## src/rtl/rr_arb_mux_pkg.sv

```systemverilog
// rtl/rr_arb_mux_pkg.sv - shared constants and helpers for the arbitrated mux
package rr_arb_mux_pkg;

    localparam logic ARB_FIXED = 1'b0;
    localparam logic ARB_RR    = 1'b1;

    // Index width, never narrower than one bit so N_CH=1 still has a port.
    function automatic int sel_width(input int n);
        int w;
        w = 1;
        while ((1 << w) < n) begin
            w = w + 1;
        end
        return w;
    endfunction

endpackage

```

## src/rtl/rr_arb_mux_if.sv

```systemverilog
// rtl/rr_arb_mux_if.sv - producer/consumer handshake bundle for rr_arb_mux
interface rr_arb_mux_if #(
    parameter int N_CH  = 4,
    parameter int WIDTH = 8
);
    import rr_arb_mux_pkg::*;

    localparam int SEL_W = sel_width(N_CH);

    logic [N_CH-1:0]       in_valid;
    logic [N_CH*WIDTH-1:0] in_data;
    logic [N_CH-1:0]       in_ready;
    logic                  out_valid;
    logic [WIDTH-1:0]      out_data;
    logic [SEL_W-1:0]      out_sel;
    logic                  out_ready;

    modport master (
        output in_valid, in_data, out_ready,
        input  in_ready, out_valid, out_data, out_sel
    );

    modport slave (
        input  in_valid, in_data, out_ready,
        output in_ready, out_valid, out_data, out_sel
    );

endinterface

```

## src/rtl/rr_arb_mux_arbiter.sv

```systemverilog
// rtl/rr_arb_mux_arbiter.sv - round-robin / fixed-priority arbiter, double-width masked encoder
module rr_arbiter
    import rr_arb_mux_pkg::*;
#(
    parameter  int N_CH  = 4,
    localparam int SEL_W = sel_width(N_CH)
) (
    input  logic [N_CH-1:0]  req,
    input  logic [SEL_W-1:0] ptr,
    input  logic             mode,
    output logic [N_CH-1:0]  grant,
    output logic [SEL_W-1:0] idx
);

    logic [N_CH-1:0]   req_lo;
    logic [2*N_CH-1:0] req_dbl;
    logic              found;

    // Lower copy keeps only requests at or above ptr; the upper copy supplies the wrap.
    always_comb begin
        req_lo  = '0;
        req_dbl = '0;
        found   = 1'b0;
        idx     = '0;
        grant   = '0;
        for (int i = 0; i < N_CH; i++) begin
            req_lo[i] = req[i] & ((mode == ARB_FIXED) || (i >= int'(ptr)));
        end
        req_dbl = {req, req_lo};
        for (int j = 0; j < 2*N_CH; j++) begin
            if (!found && req_dbl[j]) begin
                found = 1'b1;
                idx   = (j >= N_CH) ? SEL_W'(j - N_CH) : SEL_W'(j);
            end
        end
        for (int i = 0; i < N_CH; i++) begin
            grant[i] = found && (int'(idx) == i);
        end
    end

endmodule

```

## src/rtl/rr_arb_mux.sv

```systemverilog
// rtl/rr_arb_mux.sv - N-channel arbitrated mux with one registered output stage
module rr_arb_mux
    import rr_arb_mux_pkg::*;
#(
    parameter int N_CH    = 4,
    parameter int WIDTH   = 8,
    parameter int RR_MODE = 1
) (
    input  logic         clk,
    input  logic         rst_n,
    rr_arb_mux_if.slave  bus
);

    localparam int   SEL_W = sel_width(N_CH);
    localparam logic MODE  = (RR_MODE != 0) ? ARB_RR : ARB_FIXED;

    logic [SEL_W-1:0] ptr;
    logic [N_CH-1:0]  grant;
    logic [SEL_W-1:0] grant_idx;
    logic [WIDTH-1:0] sel_data;
    logic             load;
    logic             xfer;
    logic             valid_q;
    logic [WIDTH-1:0] data_q;
    logic [SEL_W-1:0] sel_q;

    rr_arbiter #(.N_CH(N_CH)) u_arbiter (
        .req   (bus.in_valid),
        .ptr   (ptr),
        .mode  (MODE),
        .grant (grant),
        .idx   (grant_idx)
    );

    assign load         = ~valid_q | bus.out_ready;
    assign bus.in_ready = rst_n ? (grant & {N_CH{load}}) : '0;
    assign xfer         = |(bus.in_valid & bus.in_ready);

    always_comb begin
        sel_data = '0;
        for (int i = 0; i < N_CH; i++) begin
            sel_data = sel_data | (bus.in_data[i*WIDTH +: WIDTH] & {WIDTH{grant[i]}});
        end
    end

    always_ff @(posedge clk or negedge rst_n) begin
        if (!rst_n) begin
            valid_q <= 1'b0;
            data_q  <= '0;
            sel_q   <= '0;
            ptr     <= '0;
        end else if (xfer) begin
            valid_q <= 1'b1;
            data_q  <= sel_data;
            sel_q   <= grant_idx;
            if (MODE == ARB_RR) begin
                ptr <= (grant_idx == SEL_W'(N_CH - 1)) ? '0 : grant_idx + 1'b1;
            end
        end else if (bus.out_ready) begin
            valid_q <= 1'b0;
        end
    end

    assign bus.out_valid = valid_q;
    assign bus.out_data  = data_q;
    assign bus.out_sel   = sel_q;

endmodule

```

## src/flat_wrapper.sv

```systemverilog
// flat-port wrapper written by rule: the top's interface ports become plain ports
module rr_arb_mux_flat import rr_arb_mux_pkg::*;
#(
    parameter int N_CH    = 4,
    parameter int WIDTH   = 8,
    parameter int RR_MODE = 1
)
  (clk, rst_n, bus_in_valid, bus_in_data, bus_out_ready, bus_in_ready, bus_out_valid, bus_out_data, bus_out_sel);
  rr_arb_mux_if #(.N_CH(N_CH), .WIDTH(WIDTH)) bus_i ();
  input  logic clk;
  input  logic rst_n;
  input wire logic [$bits(bus_i.in_valid)-1:0] bus_in_valid;
  input wire logic [$bits(bus_i.in_data)-1:0] bus_in_data;
  input wire logic [$bits(bus_i.out_ready)-1:0] bus_out_ready;
  output wire logic [$bits(bus_i.in_ready)-1:0] bus_in_ready;
  output wire logic [$bits(bus_i.out_valid)-1:0] bus_out_valid;
  output wire logic [$bits(bus_i.out_data)-1:0] bus_out_data;
  output wire logic [$bits(bus_i.out_sel)-1:0] bus_out_sel;
  assign bus_i.in_valid = bus_in_valid;
  assign bus_i.in_data = bus_in_data;
  assign bus_i.out_ready = bus_out_ready;
  assign bus_in_ready = bus_i.in_ready;
  assign bus_out_valid = bus_i.out_valid;
  assign bus_out_data = bus_i.out_data;
  assign bus_out_sel = bus_i.out_sel;
  rr_arb_mux #(.N_CH(N_CH), .WIDTH(WIDTH), .RR_MODE(RR_MODE)) u_core (.clk(clk), .rst_n(rst_n), .bus(bus_i));
endmodule
```

## config.mk

```make
export PLATFORM = sky130hd
export DESIGN_NAME = rr_arb_mux_flat
export DESIGN_NICKNAME = d
export VERILOG_FILES = /design/src/rtl/rr_arb_mux_pkg.sv /design/src/rtl/rr_arb_mux_if.sv /design/src/rtl/rr_arb_mux_arbiter.sv /design/src/rtl/rr_arb_mux.sv /design/src/flat_wrapper.sv
export SDC_FILE = /design/constraint.sdc
export NUM_CORES = 1
export LEC_CHECK = 0
export CORE_UTILIZATION = 41
export DETAILED_ROUTE_END_ITERATION = 10
export PLACE_DENSITY = 0.85
export SLEW_MARGIN = 20
export SYNTH_ARGS = -nofsm -noshare
export SYNTH_HDL_FRONTEND = slang
export SYNTH_SLANG_ARGS = --single-unit
```

## constraint.sdc

```tcl
create_clock -name clk -period 7.5 [get_ports clk]
set_input_delay 2.25 -clock clk [delete_from_list [all_inputs] [get_ports clk]]
set_output_delay 2.25 -clock clk [all_outputs]
set_load 0.02 [all_outputs]
```

==> flow_summary.yaml <==
status:
  outcome: "completed"
setup_path:
  start_kind: "primary input"
  crit_chain: "clkdlybuf4s50_1, o21ai_0, a211oi_1, ha_1, buf_4, nor3b_1, clkdlybuf4s50_1"
  crit_type: "in2out"
  path_buf_inv: 3
  cp.arrival_ns: 4.69
  cpLargestDelayFamily: "buffers and inverters"
  slowest_stage: "clkdlybuf4s50_1"
  r2r_slack_ns: 4.82
  crit_fanout: 10
  path_common_cell: "clkdlybuf4s50_1"
  crit_path_end_kind: "output pin"
  cp_slowest_stage_delay_ns: 0.64
  critical_path_required_ns: 5.25
floorplan:
  die_area_um2: 2545
  ios: 54
  core_um2: 2212
  die_h_um: 50.45
  die_w_um: 50.45
  start_util: 0.4350
  num_rows: 17
routing:
  drtIter0Drc: 23
  vias_per_cell: 5.526
  num_vias: 967
  antenna_left: 0
  wirelength_um: 2557
  dr.pass1.iters: 4
  drc: 0
  wl_per_cell_um: 14.61
sta:
  period_needed_ns: 6.944
  drv_slew: 0
  rsz0062_at_grt: "no"
  period_share: 0.9259
  slew_headroom: 0.7015
  setup_viol: 0
  setup_slack_ns: 0.5557
  fin_setup_tns_ns: 0
  fmax_mhz: 144.0
  worst_pin_slew_ns: 0.4451
  clock-skew-final_ns: 0.006284
  hold_viol_final: 0
grt:
  grt_pass1_vias: 955
  grt_usage: 0.2180
  grt_start_max_net_pins: 17
  grt_pass1_wl_um: 4153
  grt_overflow_total: 0
  antenna_found_initial: 0
final_layout:
  nFillCells: 171
  stdcell_area_um2: 1530
  area_growth_pct: 59.04
  antennaDiodeCount: 0
  layout-drive-gt1-share: 0.1429
  layout.nets: 189
  stdcell_count: 175
placed_design:
  placed_cell_area_um2: 1504
  dpl_worst_slack_ns: 0.5878
  hpwl_um: 2009
  gp_congestion: 0.8716
  io_buffers: 53
  dp.cells: 171
pwr:
  ir_drop_uv: 201.4
  p_total_uw: 497.8
  power_density_nw_per_um2: 325.3
  p_leak_nw: 0.6458
clock_network:
  postCtsSetupRepairBufs: 0
  cts_buffer_depth: 2
  clk_latency_ns: 0.28
  cts-htree-levels: 1
  root_buffer: "clkbuf_4"
  cts_buffers: 3
  hold_buffers: 0
  cts_tree: "yes"
  cts.sinks: 13
  path_clk_slew_ns: 0.07
  cts_resized: 0
yosys:
  yosysWarnings: 0
  synth_seq_cells: 13
  syn_area_um2: 962.2
  synth_edf_count: 0
  synth_cells: 95
  syn_avg_cell_area_um2: 10.13
  synth_flop_cell: "dfrtp_1"
  synth_cell_types: 31
  synthArstFlopShare: 1.000
  syn-num-nets: 136
  ys_seq_area_frac: 0.3381
min_path:
  hp-class: "reg2reg"
job:
  maxCapViolations: 0
==> placed cells by master (no fill, tap or decap), types with 2 or more instances in the layout <==
cell type / count
a221o_1: 8
nand2b_1: 3
nor2b_1: 3
clkbuf_4: 3
mux2_2: 2
a22oi_1: 8
nand2_1: 5
clkdlybuf4s50_1: 53
mux2_4: 9
dfrtp_1: 13
inv_1: 4
a21oi_1: 3
buf_4: 3
nor2_1: 10
nor3b_1: 2
o21ai_0: 2
ha_1: 2
==> area by class of cell <==
cell class / instances / area, um2 / share of cell area
flip-flops and latches: 13 / 325.3 / 0.2126
clock buffers: 4 / 26.28 / 0.01717
well taps: 28 / 35.03 / 0.02289
repair buffers: 56 / 553.0 / 0.3614
inverters: 4 / 15.01 / 0.009812
multi-input cells: 70 / 575.6 / 0.3761
==> per-stage QoR <==
stage / hold WS [ns] / util
after detailed placement: 0.4947 / 0.6799
after floorplan: 0.5831 / -
final: 0.5163 / 0.6917
after global placement: 0.4971 / 0.6799
after CTS: 0.5172 / 0.6917
after global routing: 0.5293 / 0.6917
==> path summary, 6_finish.rpt <==
check / start / endpoint / cells past startpoint
min reg2reg: u_core.bus.out_sel[0] / u_core.bus.out_sel[0] / 1
max in group asynchronous: rst_n / u_core.bus.out_data[5] / 2
max reg2reg: u_core.ptr[1] / u_core.bus.out_data[2] / 8
min: u_core.bus.out_sel[0] / u_core.bus.out_sel[0] / 1
min in group asynchronous: rst_n / u_core.ptr[0] / 2
max: bus_in_valid[3] / bus_in_ready[3] / 7
==> worst register-to-register path, delay by kind of cell, from the launching register on <==
kind                     cells  cell delay, ns
AND/OR/NAND/NOR              2            0.57
flip-flops                   1            0.49
multiplexers                 1            0.33
adder cells (fa/ha/maj)      1            0.35
AO/OA/AOI/OAI                3            0.75
buffers and inverters        1            0.09
==> Yosys cell counts (all sizes together), types with 2 or more instances <==
cell    count  share of area
nand2       5          0.020
mux2       11           0.16
inv         4          0.016
nor2b       3          0.020
o21ai       3          0.020
dfrtp      13           0.34
ha          2          0.026
clkbuf      4          0.016
a221o       8          0.083
nor3b       2          0.016
a22oi       8          0.062
a21oi       3          0.016
buf         4          0.032
nor2       10          0.039
nand2b      4          0.029
==> cell families (layout without fill, tap and decap cells) <==
logic type                 Yosys count  in the layout  share of synthesized area
AOI/OAI and AO/OA                   28             28                     0.2458
and+or+nand+nor                     28             28                     0.1521
DFF                                 13             13                     0.3381
muxes                               12             12                     0.1743
buffers and inverters               12             64                    0.06370
adders and majority gates            2              2                    0.02600
==> power breakdown <==
group	switching, mW	internal, mW
combinational	0.143	0.178
clock	0.0232	0.0206
sequential	0.0279	0.105
total	0.194	0.304
==> registers in the layout, indices dropped and copies added, names as in the netlist <==
signal                count
u_core.bus.out_data       8
u_core.bus.out_sel        2
u_core.ptr                2
u_core.bus.out_valid      1
==> layer usage <==
layer,wire (um),track usage,part of all wire
met1,995,0.2599,0.39
met2,1325,0.3733,0.52
met3,215,0.05758,0.084
met4,20,0.07870,0.0078
met5,0,0,0
No activity file was read; power rests on OpenSTA's default activity.
